==> src/rtl/spi_pkg.sv <==
// Shared definitions for the SPI register responder: frame geometry,
// FSM state encoding and SPI timing limits.
package spi_pkg;

  localparam int DEF_ADDR_W    = 7;
  localparam int DEF_DATA_W    = 16;
  localparam int SCLK_MIN_HALF = 4;

  typedef enum logic [1:0] {
    ST_IDLE = 2'd0,
    ST_HDR  = 2'd1,
    ST_DATA = 2'd2,
    ST_DONE = 2'd3
  } state_e;

  function automatic int frame_width(input int addr_w, input int data_w);
    return 1 + addr_w + data_w;
  endfunction

  // RWn is the first bit on the wire, i.e. the frame MSB.
  function automatic int rwn_pos(input int addr_w, input int data_w);
    return addr_w + data_w;
  endfunction

endpackage

==> src/rtl/spi_reg_responder_if.sv <==
// SPI pins plus register-bus handshake of the responder, with modports for
// the responder (slave) and the SPI master / register file side (master).
interface spi_reg_responder_if #(
  parameter int ADDR_W = 7,
  parameter int DATA_W = 16
);

  logic              spi_sclk;
  logic              spi_ss;
  logic              spi_mosi;
  logic              spi_miso;
  logic              spi_miso_oe;
  logic [ADDR_W-1:0] reg_addr;
  logic [DATA_W-1:0] reg_wdata;
  logic              reg_wr;
  logic              reg_rd;
  logic [DATA_W-1:0] reg_rdata;
  logic              frame_done;
  logic              frame_err;

  modport slave (
    input  spi_sclk, spi_ss, spi_mosi, reg_rdata,
    output spi_miso, spi_miso_oe, reg_addr, reg_wdata, reg_wr, reg_rd,
           frame_done, frame_err
  );

  modport master (
    output spi_sclk, spi_ss, spi_mosi, reg_rdata,
    input  spi_miso, spi_miso_oe, reg_addr, reg_wdata, reg_wr, reg_rd,
           frame_done, frame_err
  );

endinterface

==> src/rtl/spi_in_sync.sv <==
// Multi-flop synchroniser for one asynchronous input with one-clk rise and
// fall pulses derived from the synchronised level.
module spi_in_sync #(
  parameter int   STAGES    = 2,
  parameter logic RESET_VAL = 1'b0
) (
  input  logic clk,
  input  logic rst,
  input  logic din,
  output logic level,
  output logic rise,
  output logic fall
);

  logic [STAGES-1:0] sync_q, sync_d;
  logic              prev_q, prev_d;

  always_comb begin
    sync_d = {sync_q[STAGES-2:0], din};
    prev_d = sync_q[STAGES-1];
  end

  always_ff @(posedge clk or posedge rst) begin
    if (rst) begin
      sync_q <= {STAGES{RESET_VAL}};
      prev_q <= RESET_VAL;
    end else begin
      sync_q <= sync_d;
      prev_q <= prev_d;
    end
  end

  assign level = sync_q[STAGES-1];
  assign rise  = level & ~prev_q;
  assign fall  = ~level & prev_q;

endmodule

==> src/rtl/spi_reg_responder.sv <==
// SPI mode-0 slave that turns 24-bit RWn/address/data frames into register
// bus reads and writes; all SPI pins are oversampled on clk.
module spi_reg_responder
  import spi_pkg::*;
#(
  parameter int ADDR_W      = DEF_ADDR_W,
  parameter int DATA_W      = DEF_DATA_W,
  parameter int SYNC_STAGES = 2
) (
  input  logic                clk,
  input  logic                reset_in,
  spi_reg_responder_if.slave  bus
);

  localparam int FRAME_W = frame_width(ADDR_W, DATA_W);
  localparam int CNT_W   = $clog2(FRAME_W + 2);

  localparam logic [CNT_W-1:0] CNT_HDR_LAST   = CNT_W'(ADDR_W);
  localparam logic [CNT_W-1:0] CNT_FRAME_LAST = CNT_W'(FRAME_W - 1);
  localparam logic [CNT_W-1:0] CNT_FRAME      = CNT_W'(FRAME_W);
  localparam logic [CNT_W-1:0] CNT_SAT        = CNT_W'(FRAME_W + 1);

  logic sclk_level, sclk_rise, sclk_fall;
  logic ss_level, ss_rise, ss_fall;
  logic mosi_level;
  logic [1:0] mosi_edges_unused;

  spi_in_sync #(.STAGES(SYNC_STAGES), .RESET_VAL(1'b0)) u_sync_sclk (
    .clk   (clk),
    .rst   (reset_in),
    .din   (bus.spi_sclk),
    .level (sclk_level),
    .rise  (sclk_rise),
    .fall  (sclk_fall)
  );

  spi_in_sync #(.STAGES(SYNC_STAGES), .RESET_VAL(1'b1)) u_sync_ss (
    .clk   (clk),
    .rst   (reset_in),
    .din   (bus.spi_ss),
    .level (ss_level),
    .rise  (ss_rise),
    .fall  (ss_fall)
  );

  spi_in_sync #(.STAGES(SYNC_STAGES), .RESET_VAL(1'b0)) u_sync_mosi (
    .clk   (clk),
    .rst   (reset_in),
    .din   (bus.spi_mosi),
    .level (mosi_level),
    .rise  (mosi_edges_unused[1]),
    .fall  (mosi_edges_unused[0])
  );

  state_e             state_q, state_d;
  logic [CNT_W-1:0]   cnt_q, cnt_d;
  logic [FRAME_W-1:0] rx_q, rx_d;
  logic [DATA_W-1:0]  tx_q, tx_d;
  logic               rwn_q, rwn_d;
  logic               load_q, load_d;
  logic [ADDR_W-1:0]  addr_q, addr_d;
  logic [DATA_W-1:0]  wdata_q, wdata_d;
  logic               wr_q, wr_d;
  logic               rd_q, rd_d;
  logic               miso_q, miso_d;
  logic               oe_q, oe_d;
  logic               done_q, done_d;
  logic               err_q, err_d;

  // An ss rise closes the frame before anything else, so a frame that
  // restarts right after a short ss-high gap still begins cleanly.
  always_comb begin
    state_d = state_q;
    cnt_d   = cnt_q;
    rx_d    = rx_q;
    tx_d    = tx_q;
    rwn_d   = rwn_q;
    load_d  = 1'b0;
    addr_d  = addr_q;
    wdata_d = wdata_q;
    wr_d    = 1'b0;
    rd_d    = 1'b0;
    miso_d  = miso_q;
    oe_d    = ~ss_level;
    done_d  = 1'b0;
    err_d   = 1'b0;

    if (ss_rise) begin
      if (state_q != ST_IDLE) begin
        if (cnt_q == CNT_FRAME) begin
          done_d = 1'b1;
        end else begin
          err_d = 1'b1;
        end
      end
      state_d = ST_IDLE;
      miso_d  = 1'b0;
    end else if (ss_fall) begin
      state_d = ST_HDR;
      cnt_d   = '0;
      rx_d    = '0;
      tx_d    = '0;
      miso_d  = 1'b0;
    end else begin
      unique case (state_q)
        ST_IDLE: begin
        end
        ST_HDR: begin
          if (sclk_rise) begin
            rx_d  = {rx_q[FRAME_W-2:0], mosi_level};
            cnt_d = cnt_q + 1'b1;
            if (cnt_q == CNT_HDR_LAST) begin
              rwn_d   = rx_d[ADDR_W];
              addr_d  = rx_d[ADDR_W-1:0];
              rd_d    = rx_d[ADDR_W];
              load_d  = rx_d[ADDR_W];
              state_d = ST_DATA;
            end
          end
        end
        ST_DATA: begin
          // Read data is captured the clk after reg_rd; the first sclk fall
          // after the header then puts its MSB on the wire.
          if (load_q) begin
            tx_d = bus.reg_rdata;
          end else if (sclk_fall && rwn_q) begin
            miso_d = tx_q[DATA_W-1];
            tx_d   = {tx_q[DATA_W-2:0], 1'b0};
          end
          if (sclk_rise) begin
            rx_d  = {rx_q[FRAME_W-2:0], mosi_level};
            cnt_d = cnt_q + 1'b1;
            if (cnt_q == CNT_FRAME_LAST) begin
              if (!rwn_q) begin
                wr_d    = 1'b1;
                wdata_d = rx_d[DATA_W-1:0];
              end
              state_d = ST_DONE;
            end
          end
        end
        ST_DONE: begin
          if (sclk_fall) begin
            miso_d = 1'b0;
          end
          if (sclk_rise && (cnt_q != CNT_SAT)) begin
            cnt_d = cnt_q + 1'b1;
          end
        end
        default: begin
          state_d = ST_IDLE;
        end
      endcase
    end
  end

  always_ff @(posedge clk or posedge reset_in) begin
    if (reset_in) begin
      state_q <= ST_IDLE;
      cnt_q   <= '0;
      rx_q    <= '0;
      tx_q    <= '0;
      rwn_q   <= 1'b0;
      load_q  <= 1'b0;
      addr_q  <= '0;
      wdata_q <= '0;
      wr_q    <= 1'b0;
      rd_q    <= 1'b0;
      miso_q  <= 1'b0;
      oe_q    <= 1'b0;
      done_q  <= 1'b0;
      err_q   <= 1'b0;
    end else begin
      state_q <= state_d;
      cnt_q   <= cnt_d;
      rx_q    <= rx_d;
      tx_q    <= tx_d;
      rwn_q   <= rwn_d;
      load_q  <= load_d;
      addr_q  <= addr_d;
      wdata_q <= wdata_d;
      wr_q    <= wr_d;
      rd_q    <= rd_d;
      miso_q  <= miso_d;
      oe_q    <= oe_d;
      done_q  <= done_d;
      err_q   <= err_d;
    end
  end

  assign bus.spi_miso    = miso_q;
  assign bus.spi_miso_oe = oe_q;
  assign bus.reg_addr    = addr_q;
  assign bus.reg_wdata   = wdata_q;
  assign bus.reg_wr      = wr_q;
  assign bus.reg_rd      = rd_q;
  assign bus.frame_done  = done_q;
  assign bus.frame_err   = err_q;

endmodule
==> src/flat_wrapper.sv <==
// flat-port wrapper written by rule: the top's interface ports become plain ports
module spi_reg_responder_flat import spi_pkg::*;
#(
  parameter int ADDR_W      = DEF_ADDR_W,
  parameter int DATA_W      = DEF_DATA_W,
  parameter int SYNC_STAGES = 2
)
  (clk, reset_in, bus_spi_sclk, bus_spi_ss, bus_spi_mosi, bus_reg_rdata, bus_spi_miso, bus_spi_miso_oe, bus_reg_addr, bus_reg_wdata, bus_reg_wr, bus_reg_rd, bus_frame_done, bus_frame_err);
  spi_reg_responder_if #(.ADDR_W(ADDR_W), .DATA_W(DATA_W)) bus_i ();
  input  logic clk;
  input  logic reset_in;
  input wire logic [$bits(bus_i.spi_sclk)-1:0] bus_spi_sclk;
  input wire logic [$bits(bus_i.spi_ss)-1:0] bus_spi_ss;
  input wire logic [$bits(bus_i.spi_mosi)-1:0] bus_spi_mosi;
  input wire logic [$bits(bus_i.reg_rdata)-1:0] bus_reg_rdata;
  output wire logic [$bits(bus_i.spi_miso)-1:0] bus_spi_miso;
  output wire logic [$bits(bus_i.spi_miso_oe)-1:0] bus_spi_miso_oe;
  output wire logic [$bits(bus_i.reg_addr)-1:0] bus_reg_addr;
  output wire logic [$bits(bus_i.reg_wdata)-1:0] bus_reg_wdata;
  output wire logic [$bits(bus_i.reg_wr)-1:0] bus_reg_wr;
  output wire logic [$bits(bus_i.reg_rd)-1:0] bus_reg_rd;
  output wire logic [$bits(bus_i.frame_done)-1:0] bus_frame_done;
  output wire logic [$bits(bus_i.frame_err)-1:0] bus_frame_err;
  assign bus_i.spi_sclk = bus_spi_sclk;
  assign bus_i.spi_ss = bus_spi_ss;
  assign bus_i.spi_mosi = bus_spi_mosi;
  assign bus_i.reg_rdata = bus_reg_rdata;
  assign bus_spi_miso = bus_i.spi_miso;
  assign bus_spi_miso_oe = bus_i.spi_miso_oe;
  assign bus_reg_addr = bus_i.reg_addr;
  assign bus_reg_wdata = bus_i.reg_wdata;
  assign bus_reg_wr = bus_i.reg_wr;
  assign bus_reg_rd = bus_i.reg_rd;
  assign bus_frame_done = bus_i.frame_done;
  assign bus_frame_err = bus_i.frame_err;
  spi_reg_responder #(.ADDR_W(ADDR_W), .DATA_W(DATA_W), .SYNC_STAGES(SYNC_STAGES)) u_core (.clk(clk), .reset_in(reset_in), .bus(bus_i));
endmodule
==> config.mk <==
export PLATFORM = sky130hd
export DESIGN_NAME = spi_reg_responder_flat
export DESIGN_NICKNAME = d
export VERILOG_FILES = /design/src/rtl/spi_pkg.sv /design/src/rtl/spi_reg_responder_if.sv /design/src/rtl/spi_in_sync.sv /design/src/rtl/spi_reg_responder.sv /design/src/flat_wrapper.sv
export SDC_FILE = /design/constraint.sdc
export NUM_CORES = 1
export LEC_CHECK = 0
export BUFFER_PORTS_ARGS = -buffer_cell sky130_fd_sc_hd__clkbuf_2
export CORE_ASPECT_RATIO = 0.7
export CORE_MARGIN = 5
export CORE_UTILIZATION = 45
export CTS_BUF_LIST = sky130_fd_sc_hd__clkbuf_8 sky130_fd_sc_hd__clkbuf_16
export DETAILED_ROUTE_END_ITERATION = 12
export GPL_TIMING_DRIVEN = 0
export PLACE_DENSITY = 0.65
export SKIP_LAST_GASP = 1
export SYNTH_ARGS = -nofsm -noshare
export SYNTH_HDL_FRONTEND = slang
export SYNTH_SLANG_ARGS = --single-unit
==> constraint.sdc <==
create_clock -name clk -period 5.3 [get_ports clk]
set_clock_uncertainty 0.1 [all_clocks]
set_input_delay 0.53 -clock clk [delete_from_list [all_inputs] [get_ports clk]]
set_output_delay 0.53 -clock clk [all_outputs]
set_load 0.01 [all_outputs]
==> results.cfg, run 1 <==
[run_status]
status = finished clean

[pwr]
switchingPower_mw = 0.408
peakVddDrop_uv = 176
p_int_mw = 1.01
clkPwrFrac_pct = 34.5
power_frac_seq_pct = 46.7
power.total_mw = 1.42
p_per_area_nw_per_um2 = 343
total_leakage_power_nw = 1.96
p_sw_share_pct = 28.8
pwr-share-comb_pct = 18.8

[clock_tree]
cts_tree = yes
clk_latency_ns = 0.35
h-tree-depth = 3
ctsResizeCount = 0
clk_pin_slew_ns = 0.08
clk_root_buffer_cell = clkbuf_8
clk_path_buf_depth = 2
hold_buffers = 0
cts_buffers = 9
cts.sinks = 76
post-cts-setup-buffer-count = 0

[critical_path]
crit_top_cell = buf_6
setup.worst_path.class = register to register
slowest_delay_ns = 0.53
endpoint_kind = register
crit_chain = inv_1 -> ha_1 -> buf_6 -> or2_0 -> buf_2 -> nor4_4 -> buf_6 -> mux2_2
crit_family = simple AND/OR/NAND/NOR gates
worstRegToRegCells = 8
critical_path_required_ns = 5.43
reg2reg_to = u_core.bus.reg_wdata[7]
cp-startpoint = u_core.u_sync_ss.prev_q
cp.depth = 8
cpMaxStageDelayCell = dfstp_2
r2r-start = u_core.u_sync_ss.prev_q
rrSetupSlack_ns = 2.70
crit_path_end = u_core.bus.reg_wdata[7]
cp.arrival_ns = 2.73
cp_num_buf_inv = 4
startpoint_type = register
critPathMaxFanout = 10

[die]
rows = 27
core_um2 = 7740
fp.dieH_um = 83.9
initial_utilization_pct = 45.4
io_pins = 50
die_w_um = 116
dieArea_um2 = 9700

[layout]
fin_util_pct = 53.5
drive_gt1_share_pct = 29.2
antenna_cells = 0
fin_nets = 381
fin_cells = 457
area_delta_synth_final_pct = 17.9
fin_area_um2 = 4140

[sta]
finalCriticalPeriod_ns = 2.60
finalSetupViolations = 0
period_share_pct = 49.0
fmax_mhz = 385
final_hold_viol_count = 0
slew_headroom_pct = 46.9
rsz0062_at_grt = false
tns_ns = 0
fin_ws_ns = 2.70
drv_slew = 0
hold_slack_ns = 0.0537
tightest_slew_ns = 0.789

[logic_synthesis]
synth.area.top_cells = dfrtp_1 (52%), mux2_2 (8.3%), a22o_1 (4.0%), mux2i_1 (4.0%), a22oi_1 (3.2%)
synth_ff_type = dfrtp_1
seq_area_frac_synth_pct = 54.3
synthDistinctLibCells = 44
synthArstFlopShare_pct = 100
synth_most_common_cell = dfrtp_1
synth_edf_count = 0
netlist_area_um2 = 3510
syn_inst = 290
synth_seq_cells = 76
syn_nets = 320
synth_common_cells = dfrtp_1 (73), mux2_2 (26), a22o_1 (16), a22oi_1 (15), nor2b_1 (15)
ys_warn_count = 0
syn_avg_cell_area_um2 = 12.1
synth_top_area_share_pct = 52.0
synth.largest_area_cell = dfrtp_1

[route]
firstDrtPassIters = 4
drc = 0
vias = 2519
wl_um = 7350
wire_per_inst_um = 16.1
ant_nets = 0
vias_per_cell = 5.51
drt-initial-drc-count = 162

[min_path]
holdCritPathClass = input pin to asynchronous set/reset pin

[grt]
grt_first_pass_wirelength_um = 12100
grt.total_usage_pct = 15.6
grt_start_max_net_pins = 51
grt_antenna_before_repair = 0
overflow = 0
grt_pass1_vias = 2442

[flow_run]
maxCapViolations = 0

[placed_design]
dp_cells = 441
finalWeightedCongestion = 0.831
pre_cts_slack_ns = 2.65
dp_hpwl_um = 5230
postPlaceCellArea_um2 = 3910
portBuffers = 49
cells in the final DEF (no fill, tap or decap), types with 8 or more instances in the layout:
cell type and count:
dfrtp_1 73, clkbuf_2 49, mux2_2 26, a22o_1 16, nor2b_1 15, a22oi_1 15, mux2i_1 14, o31ai_1 14
inv_1 13, clkbuf_1 11, o21ai_0 11, clkbuf_8 10, ha_1 9, nor2_1 8
flip-flops by register name (all words and copies together) (netlist names):
name,flops
u_core.bus.reg_rd,1
u_core.bus.reg_wdata,16
u_core.cnt_q,5
u_core.state_q,2
u_core.u_sync_sclk.prev_q,1
u_core.rx_q,15
u_core.bus.reg_addr,7
u_core.bus.reg_wr,1
u_core.bus.spi_miso,1
u_core.u_sync_mosi.sync_q,2
u_core.bus.frame_err,1
u_core.u_sync_sclk.sync_q,2
u_core.rwn_q,1
u_core.tx_q,16
u_core.u_sync_ss.prev_q,1
u_core.bus.spi_miso_oe,1
u_core.u_sync_ss.sync_q,2
u_core.bus.frame_done,1
how the worst min path moves through the flow:
| stage | depth (start not counted) | to | slack (ns) |
|---|---|---|---|
| floorplan | 0 | u_core.u_sync_mosi.sync_q[1] | 0.23 |
| global placement | 0 | u_core.u_sync_mosi.sync_q[1] | 0.23 |
| detailed placement | 0 | u_core.u_sync_mosi.sync_q[1] | 0.24 |
| CTS | 2 | u_core.u_sync_mosi.sync_q[0] | 0.05 |
| global route | 2 | u_core.u_sync_mosi.sync_q[1] | 0.07 |
| finish | 2 | u_core.tx_q[10] | 0.05 |
cells by family (layout without fill, tap and decap cells):
group                    Yosys count  count (layout)  synth area share [%]
flip-flops                        76              76                  54.3
adder cells (fa/ha/maj)            9               9                  3.21
AND/OR/NAND/NOR                   55              55                  9.55
multiplexers                      40              40                  12.3
buffers and inverters             33              99                  4.17
AO/OA/AOI/OAI                     77              77                  16.5
metal layers:
metal | up-vias | GRT usage (%) | wire length [µm]
met1 | 1244 | 23.2 | 3620
met3 | 8 | 5.00 | 464
met2 | 68 | 22.1 | 3190
met5 | - | 0 | 0
li1 | 1199 | - | -
met4 | 0 | 3.73 | 72
power groups by stage:
stage	registers, mW	clock network [mW]	logic [mW]
after detailed placement	0.673	0	0.263
after global routing	0.669	0.528	0.297
after CTS	0.663	0.503	0.266
final	0.663	0.490	0.266
after floorplan	0.664	0	0.197
after global placement	0.671	0	0.254
layout make-up:
type,instances,area (µm²)
fill,675,3600
sequential,76,1910
multi-input combinational,181,1460
timing repair buffer,50,273
clock buffer,10,138
tap,101,126
buffer,20,97.6
clock inverter,6,88.8
inverter,13,51.3
worst register-to-register path, stage by stage (launching register included):
cell     delay, ns
dfstp_2       0.53
inv_1         0.04
ha_1          0.20
buf_6         0.13
or2_0         0.18
buf_2         0.18
nor4_4        0.54
buf_6         0.24
mux2_2        0.36
(Power assumes the default switching activity.)
==> inputs of run 2 (changes only) <==
--- a/config.mk
+++ b/config.mk
@@ -5,6 +5,7 @@
 export SDC_FILE = /design/constraint.sdc
 export NUM_CORES = 1
 export LEC_CHECK = 0
+export ABC_AREA = 1
 export BUFFER_PORTS_ARGS = -buffer_cell sky130_fd_sc_hd__clkbuf_2
 export CORE_ASPECT_RATIO = 0.7
 export CORE_MARGIN = 5
@@ -12,7 +13,7 @@
 export CTS_BUF_LIST = sky130_fd_sc_hd__clkbuf_8 sky130_fd_sc_hd__clkbuf_16
 export DETAILED_ROUTE_END_ITERATION = 12
 export GPL_TIMING_DRIVEN = 0
-export PLACE_DENSITY = 0.65
+export PLACE_DENSITY = 0.68
 export SKIP_LAST_GASP = 1
 export SYNTH_ARGS = -nofsm -noshare
 export SYNTH_HDL_FRONTEND = slang
==> constraint.sdc (replaced) <==
create_clock -name clk -period 2.1 [get_ports clk]
set_clock_uncertainty 0.1 [all_clocks]
set_input_delay 0.21 -clock clk [delete_from_list [all_inputs] [get_ports clk]]
set_output_delay 0.21 -clock clk [all_outputs]
set_load 0.01 [all_outputs]
==> run 2 against run 1 <==
Effect of this change: core utilization grew 1.3 points; fmax is 33% higher; final area fell by 4.0%; die area is 4.3% lower; non-clock buffer count fell by 3; worst hold slack improved by 0.020 ns; register-to-register slack got worse by 2.6 ns; count of clock-buffer cells in the layout is the same; routed wire length down 9.9%; combinational power grew to 3.2 times the previous value.
==> results.cfg, run 2 <==
[die]
rows = 26
die_w_um = 113
core_um2 = 7250
fp.dieH_um = 82.1
initial_utilization_pct = 46.1
io_pins = 50
dieArea_um2 = 9280

[clock_tree]
cts.sinks = 76
cts_buffers = 9
ctsResizeCount = 0
h-tree-depth = 3
clk_root_buffer_cell = clkbuf_8
clk_path_buf_depth = 2
cts_tree = yes
clk_pin_slew_ns = 0.08
clk_latency_ns = 0.34
post-cts-setup-buffer-count = 0

[layout]
fin_nets = 421
antenna_cells = 0
final_common_cell = dfrtp_1
fin_cells = 493
drive_gt1_share_pct = 33.4
layout_common_cells = dfrtp_1 (73), clkbuf_2 (49), nand2_1 (41)
area_delta_synth_final_pct = 18.9

[route]
drc = 0
vias_per_cell = 4.98
firstDrtPassIters = 4
drt-initial-drc-count = 121
vias = 2454
wire_per_inst_um = 13.4
ant_nets = 0
wl_um = 6620

[critical_path]
startpoint_type = register
cp.arrival_ns = 2.09
critical_path_required_ns = 2.23
setup.worst_path.class = register to register
critPathMaxFanout = 10
endpoint_kind = register

[sta]
hold_slack_ns = 0.0740
tightest_slew_ns = 0.782
drv_slew = 0
period_share_pct = 93.1
rsz0062_at_grt = false
final_hold_viol_count = 0
slew_headroom_pct = 47.7
fmax_mhz = 511
finalCriticalPeriod_ns = 1.96
finalSetupViolations = 0
tns_ns = 0

[pwr]
peakVddDrop_uv = 372
total_leakage_power_nw = 1.94
power.total_mw = 3.76
p_per_area_nw_per_um2 = 947

[logic_synthesis]
synth_seq_cells = 76
syn_nets = 355
seq_area_frac_synth_pct = 57.0
synth_top_family_by_area = compound AO/OA/AOI/OAI gates
netlist_area_um2 = 3340
yosys.area_share.simple_pct = 14.8
syn_avg_cell_area_um2 = 10.3
ys_warn_count = 0
synth_compound_area_share_pct = 16.7
yosys-mux-area-fraction_pct = 0
synth_ff_type = dfrtp_1
synth.area.top_cells = dfrtp_1 (55%), o21ai_2 (6.3%), nand2_1 (4.6%), inv_1 (4.2%), a22oi_1 (3.4%)
synthDistinctLibCells = 31
synth_fa_ha_area_share_pct = 3.37
synth_top_area_share_pct = 54.7
synth_most_common_cell = dfrtp_1
synth_common_cells = dfrtp_1 (73), nand2_1 (41), inv_1 (37), nor2_1 (24), o21ai_2 (24)
synthArstFlopShare_pct = 100
synth.largest_area_cell = dfrtp_1
syn_inst = 325
synth_edf_count = 0
synthXorXnorAreaFrac_pct = 0.524

[grt]
grt_start_max_net_pins = 42
grt_first_pass_wirelength_um = 11500
grt.total_usage_pct = 15.6
grt_pass1_vias = 2486
grt_antenna_before_repair = 0
overflow = 0

[run_status]
status = finished clean

[placed_design]
finalWeightedCongestion = 0.798
dp_hpwl_um = 4770
dp_cells = 473
portBuffers = 49

[min_path]
holdCritPathClass = input pin to register

[flow_run]
maxCapViolations = 0
==> run 2: logic make-up after synthesis <==
kind of cell,Yosys count
AND/OR/NAND/NOR,104
flip-flops,76
AO/OA/AOI/OAI,80
buffers and inverters,54
adder cells (fa/ha/maj),9
XOR/XNOR,2
==> run 2: timing repair <==
item | in CTS | in global routing
endpoints found under the setup margin | 0 | 0
endpoints found under the hold margin | 36 | 0
hold buffers | 5 | 0
==> run 2: worst paths after layout <==
kind                                                   start                           end  slack, ns  cells past startpoint
worst min register to register  u_core.u_sync_mosi.sync_q[0]  u_core.u_sync_mosi.sync_q[1]       0.25                      0
worst min-delay path                        bus_reg_rdata[6]                u_core.tx_q[6]       0.07                      3
worst max register to register    u_core.u_sync_ss.sync_q[1]       u_core.bus.reg_wdata[1]       0.14                     10
max in group asynchronous                           reset_in         u_core.bus.frame_done       0.81                      4
min in group asynchronous                           reset_in        u_core.bus.reg_addr[1]       0.45                      3
worst max-delay path              u_core.u_sync_ss.sync_q[1]       u_core.bus.reg_wdata[1]       0.14                     10
==> run 2: critical path: stages, from the launching register on <==
cell     delay (ns)
dfstp_2        0.55
inv_1          0.05
ha_1           0.18
buf_6          0.14
inv_4          0.11
nand2_1        0.07
nor3_2         0.17
nand2_2        0.15
buf_6          0.19
nand2_2        0.07
o21ai_2        0.05
==> run 2: where the power goes <==
part | internal [mW] | switching, mW
combinational | 0.352 | 0.510
clock | 0.568 | 0.508
sequential | 1.68 | 0.144
total | 2.60 | 1.16
==> run 2: area by class of cell <==
class	count	area (µm²)
clock inverter	5	52.6
fill	644	3280
timing repair buffer	55	315
multi-input combinational	195	1180
tap	98	123
buffer	12	93.8
sequential	76	1910
inverter	42	164
clock buffer	10	138
==> run 2: metrics by stage <==
step / worst slack, ns / cell area (µm²) / util (%)
4_1_cts: 0.127 / 3970 / 54.8
3_3_place_gp: 0.184 / 3710 / 51.2
5_1_grt: 0.0127 / 3970 / 54.8
6_report: 0.144 / 3970 / 54.8
2_1_floorplan: 0.323 / 3350 / -
3_5_place_dp: 0.157 / 3730 / 51.5
==> run 2: layer usage <==
layer,up-vias,GRT usage (%),part of all wire (%)
li1,1206,-,-
met1,1196,20.5,48
met2,42,24.9,46
met3,10,3.64,4.0
met4,0,7.08,1.5
met5,-,0,0
==> inputs of run 3 (changes only) <==
--- a/config.mk
+++ b/config.mk
@@ -5,7 +5,6 @@
 export SDC_FILE = /design/constraint.sdc
 export NUM_CORES = 1
 export LEC_CHECK = 0
-export ABC_AREA = 1
 export BUFFER_PORTS_ARGS = -buffer_cell sky130_fd_sc_hd__clkbuf_2
 export CORE_ASPECT_RATIO = 0.7
 export CORE_MARGIN = 5
==> run 3 against run 2 <==
Effect of this change: the flow now finishes with violations (negative setup slack); core utilization rose by 1.2 points; setup slack got worse by 0.24 ns; total power fell by 9.3%; final area rose by 9.0%; sequential share of layout area fell by 3.9 points; via count rose by 5.1%; critical endpoint is now u_core.bus.reg_wdata[3].
==> results.cfg, run 3 (synthesis results as in run 1) <==
[critical_path]
critical_path_required_ns = 2.24
cp.arrival_ns = 2.33
crit_chain = inv_2 -> ha_4 -> or2_0 -> buf_6 -> nor4_4 -> buf_4 -> buf_8 -> mux2_4
r2r-start = u_core.u_sync_ss.prev_q
cpMaxStageDelayCell = dfstp_2
endpoint_kind = register
critPathMaxFanout = 8
rrSetupSlack_ns = -0.09
cp_num_buf_inv = 4
startpoint_type = register
reg2reg_to = u_core.bus.reg_wdata[3]
setup.worst_path.class = register to register
crit_family = flip-flops
slowest_delay_ns = 0.54
cp.depth = 8
worstRegToRegCells = 8

[die]
core_um2 = 7740
rows = 27
initial_utilization_pct = 45.4
fp.dieH_um = 83.9
io_pins = 50
dieArea_um2 = 9700
die_w_um = 116

[grt]
grt_first_pass_wirelength_um = 13200
overflow = 0
grt_pass1_vias = 2601
grt_antenna_before_repair = 0
grt.total_usage_pct = 17.0
grt_start_max_net_pins = 44

[sta]
tns_ns = -1.00
rsz0062_at_grt = true
fin_ws_ns = -0.0931
slew_headroom_pct = 49.8
tightest_slew_ns = 0.751
period_share_pct = 104
fmax_mhz = 456
finalSetupViolations = 13
finalCriticalPeriod_ns = 2.19
drv_slew = 0
final_hold_viol_count = 0

[min_path]
hold_path_depth = 3
min_from = bus_reg_rdata[1]
hold_end = u_core.tx_q[1]
holdCritPathClass = input pin to register

[pwr]
peakVddDrop_uv = 343
p_int_mw = 2.35
total_leakage_power_nw = 2.02
switchingPower_mw = 1.07
p_per_area_nw_per_um2 = 788
p_sw_share_pct = 31.2
power.total_mw = 3.41
clkPwrFrac_pct = 30.3
power_frac_seq_pct = 49.1
pwr-share-comb_pct = 20.6

[clock_tree]
clk_root_buffer_cell = clkbuf_8
clk_latency_ns = 0.34
h-tree-depth = 3
cts_tree = yes
cts_buffers = 9
clk_path_buf_depth = 2
clk_pin_slew_ns = 0.08
cts.sinks = 76

[layout]
drive_gt1_share_pct = 36.0
fin_area_um2 = 4330
final_common_cell = dfrtp_1
fin_util_pct = 56.0
antenna_cells = 0
layout_common_cells = dfrtp_1 (72), clkbuf_2 (53), a22o_1 (16), mux2_4 (16)
area_delta_synth_final_pct = 23.4
multi_input_area_um2 = 1560
seq_area_um2 = 1910
fin_nets = 394
fill_cells = 640

[run_status]
status = complete, but fails checks
violations = negative setup slack

[route]
ant_nets = 0
drc = 0
firstDrtPassIters = 4
wl_um = 7530
vias_per_cell = 5.49
drt-initial-drc-count = 183
wire_per_inst_um = 16.0
vias = 2579

[placed_design]
dp_hpwl_um = 5110
postPlaceCellArea_um2 = 3960
finalWeightedCongestion = 0.878
portBuffers = 49

[flow_run]
maxCapViolations = 0
[run 3: cell types whose count changed in the layout (fill, tap and decap cells not counted), moves of 10 or more]
| cell | change |
|---|---|
| inv_1 | -26 |
| nor2_1 | -16 |
| nand2_2 | -15 |
| nand2_1 | -35 |
| o31ai_1 | +14 |
| o21ai_2 | -23 |
| nor2b_1 | +15 |
| nand3_1 | -11 |
| o22ai_1 | -14 |
| mux2i_1 | +14 |
| a21oi_1 | -13 |
| a22o_1 | +16 |
| mux2_2 | +10 |
| mux2_4 | +16 |
[run 3: worst max path at each step]
stage	to	startpoint	slack (ns)
floorplan	u_core.bus.reg_wdata[0]	u_core.u_sync_ss.prev_q	-0.14
global placement	u_core.bus.reg_wdata[1]	u_core.u_sync_ss.prev_q	-0.34
detailed placement	u_core.bus.reg_wdata[8]	u_core.u_sync_ss.prev_q	-0.36
CTS	u_core.bus.reg_wdata[5]	u_core.u_sync_ss.prev_q	-0.07
global route	u_core.bus.reg_wdata[7]	u_core.u_sync_ss.prev_q	-0.13
finish	u_core.bus.reg_wdata[3]	u_core.u_sync_ss.prev_q	-0.09
[run 3: what timing repair did]
item,4_1_cts,5_1_grt
setup endpoints to repair,51,50
resized for setup,18,23
hold buffers,4,0
buffers inserted,10,1
endpoints found under the hold margin,36,0
pin swaps,3,0
gates cloned,1,0
[run 3: area by class of cell]
type,instances,area share [%]
buffer,19,2.66
multi-input combinational,181,35.9
clock inverter,6,1.07
timing repair buffer,64,9.04
clock buffer,10,3.18
inverter,13,1.21
sequential,76,44.0
tap,101,2.92
[run 3: worst register-to-register path: cells and delay by family (launching register included)]
| kind | cells | cell delay [ns] |
|---|---|---|
| buffers and inverters | 4 | 0.52 |
| and+or+nand+nor | 2 | 0.44 |
| muxes | 1 | 0.30 |
| adders and majority gates | 1 | 0.18 |
| DFF | 1 | 0.54 |
[run 3: metal layers]
metal | GRT usage (%) | routed length, µm | vias to the layer above
met4 | 2.99 | 42 | 0
met3 | 5.58 | 400 | 5
met5 | 0 | 0 | -
met1 | 25.6 | 3790 | 1288
met2 | 24.3 | 3290 | 67
li1 | - | - | 1219
[run 3: power groups by stage]
stage / logic, mW / registers [mW] / clock network (mW)
CTS: 0.694 / 1.67 / 1.06
global placement: 0.640 / 1.69 / 0
finish: 0.703 / 1.68 / 1.04
global route: 0.804 / 1.70 / 1.15
detailed placement: 0.664 / 1.70 / 0
floorplan: 0.501 / 1.68 / 0
[run 3: through the flow]
step                hold slack [ns]  std cells  worst slack, ns
floorplan                     0.114        290           -0.140
global placement              0.200        440           -0.341
detailed placement            0.200        441           -0.363
CTS                          0.0762        470          -0.0707
global route                 0.0749        470           -0.134
finish                       0.0821        470          -0.0931
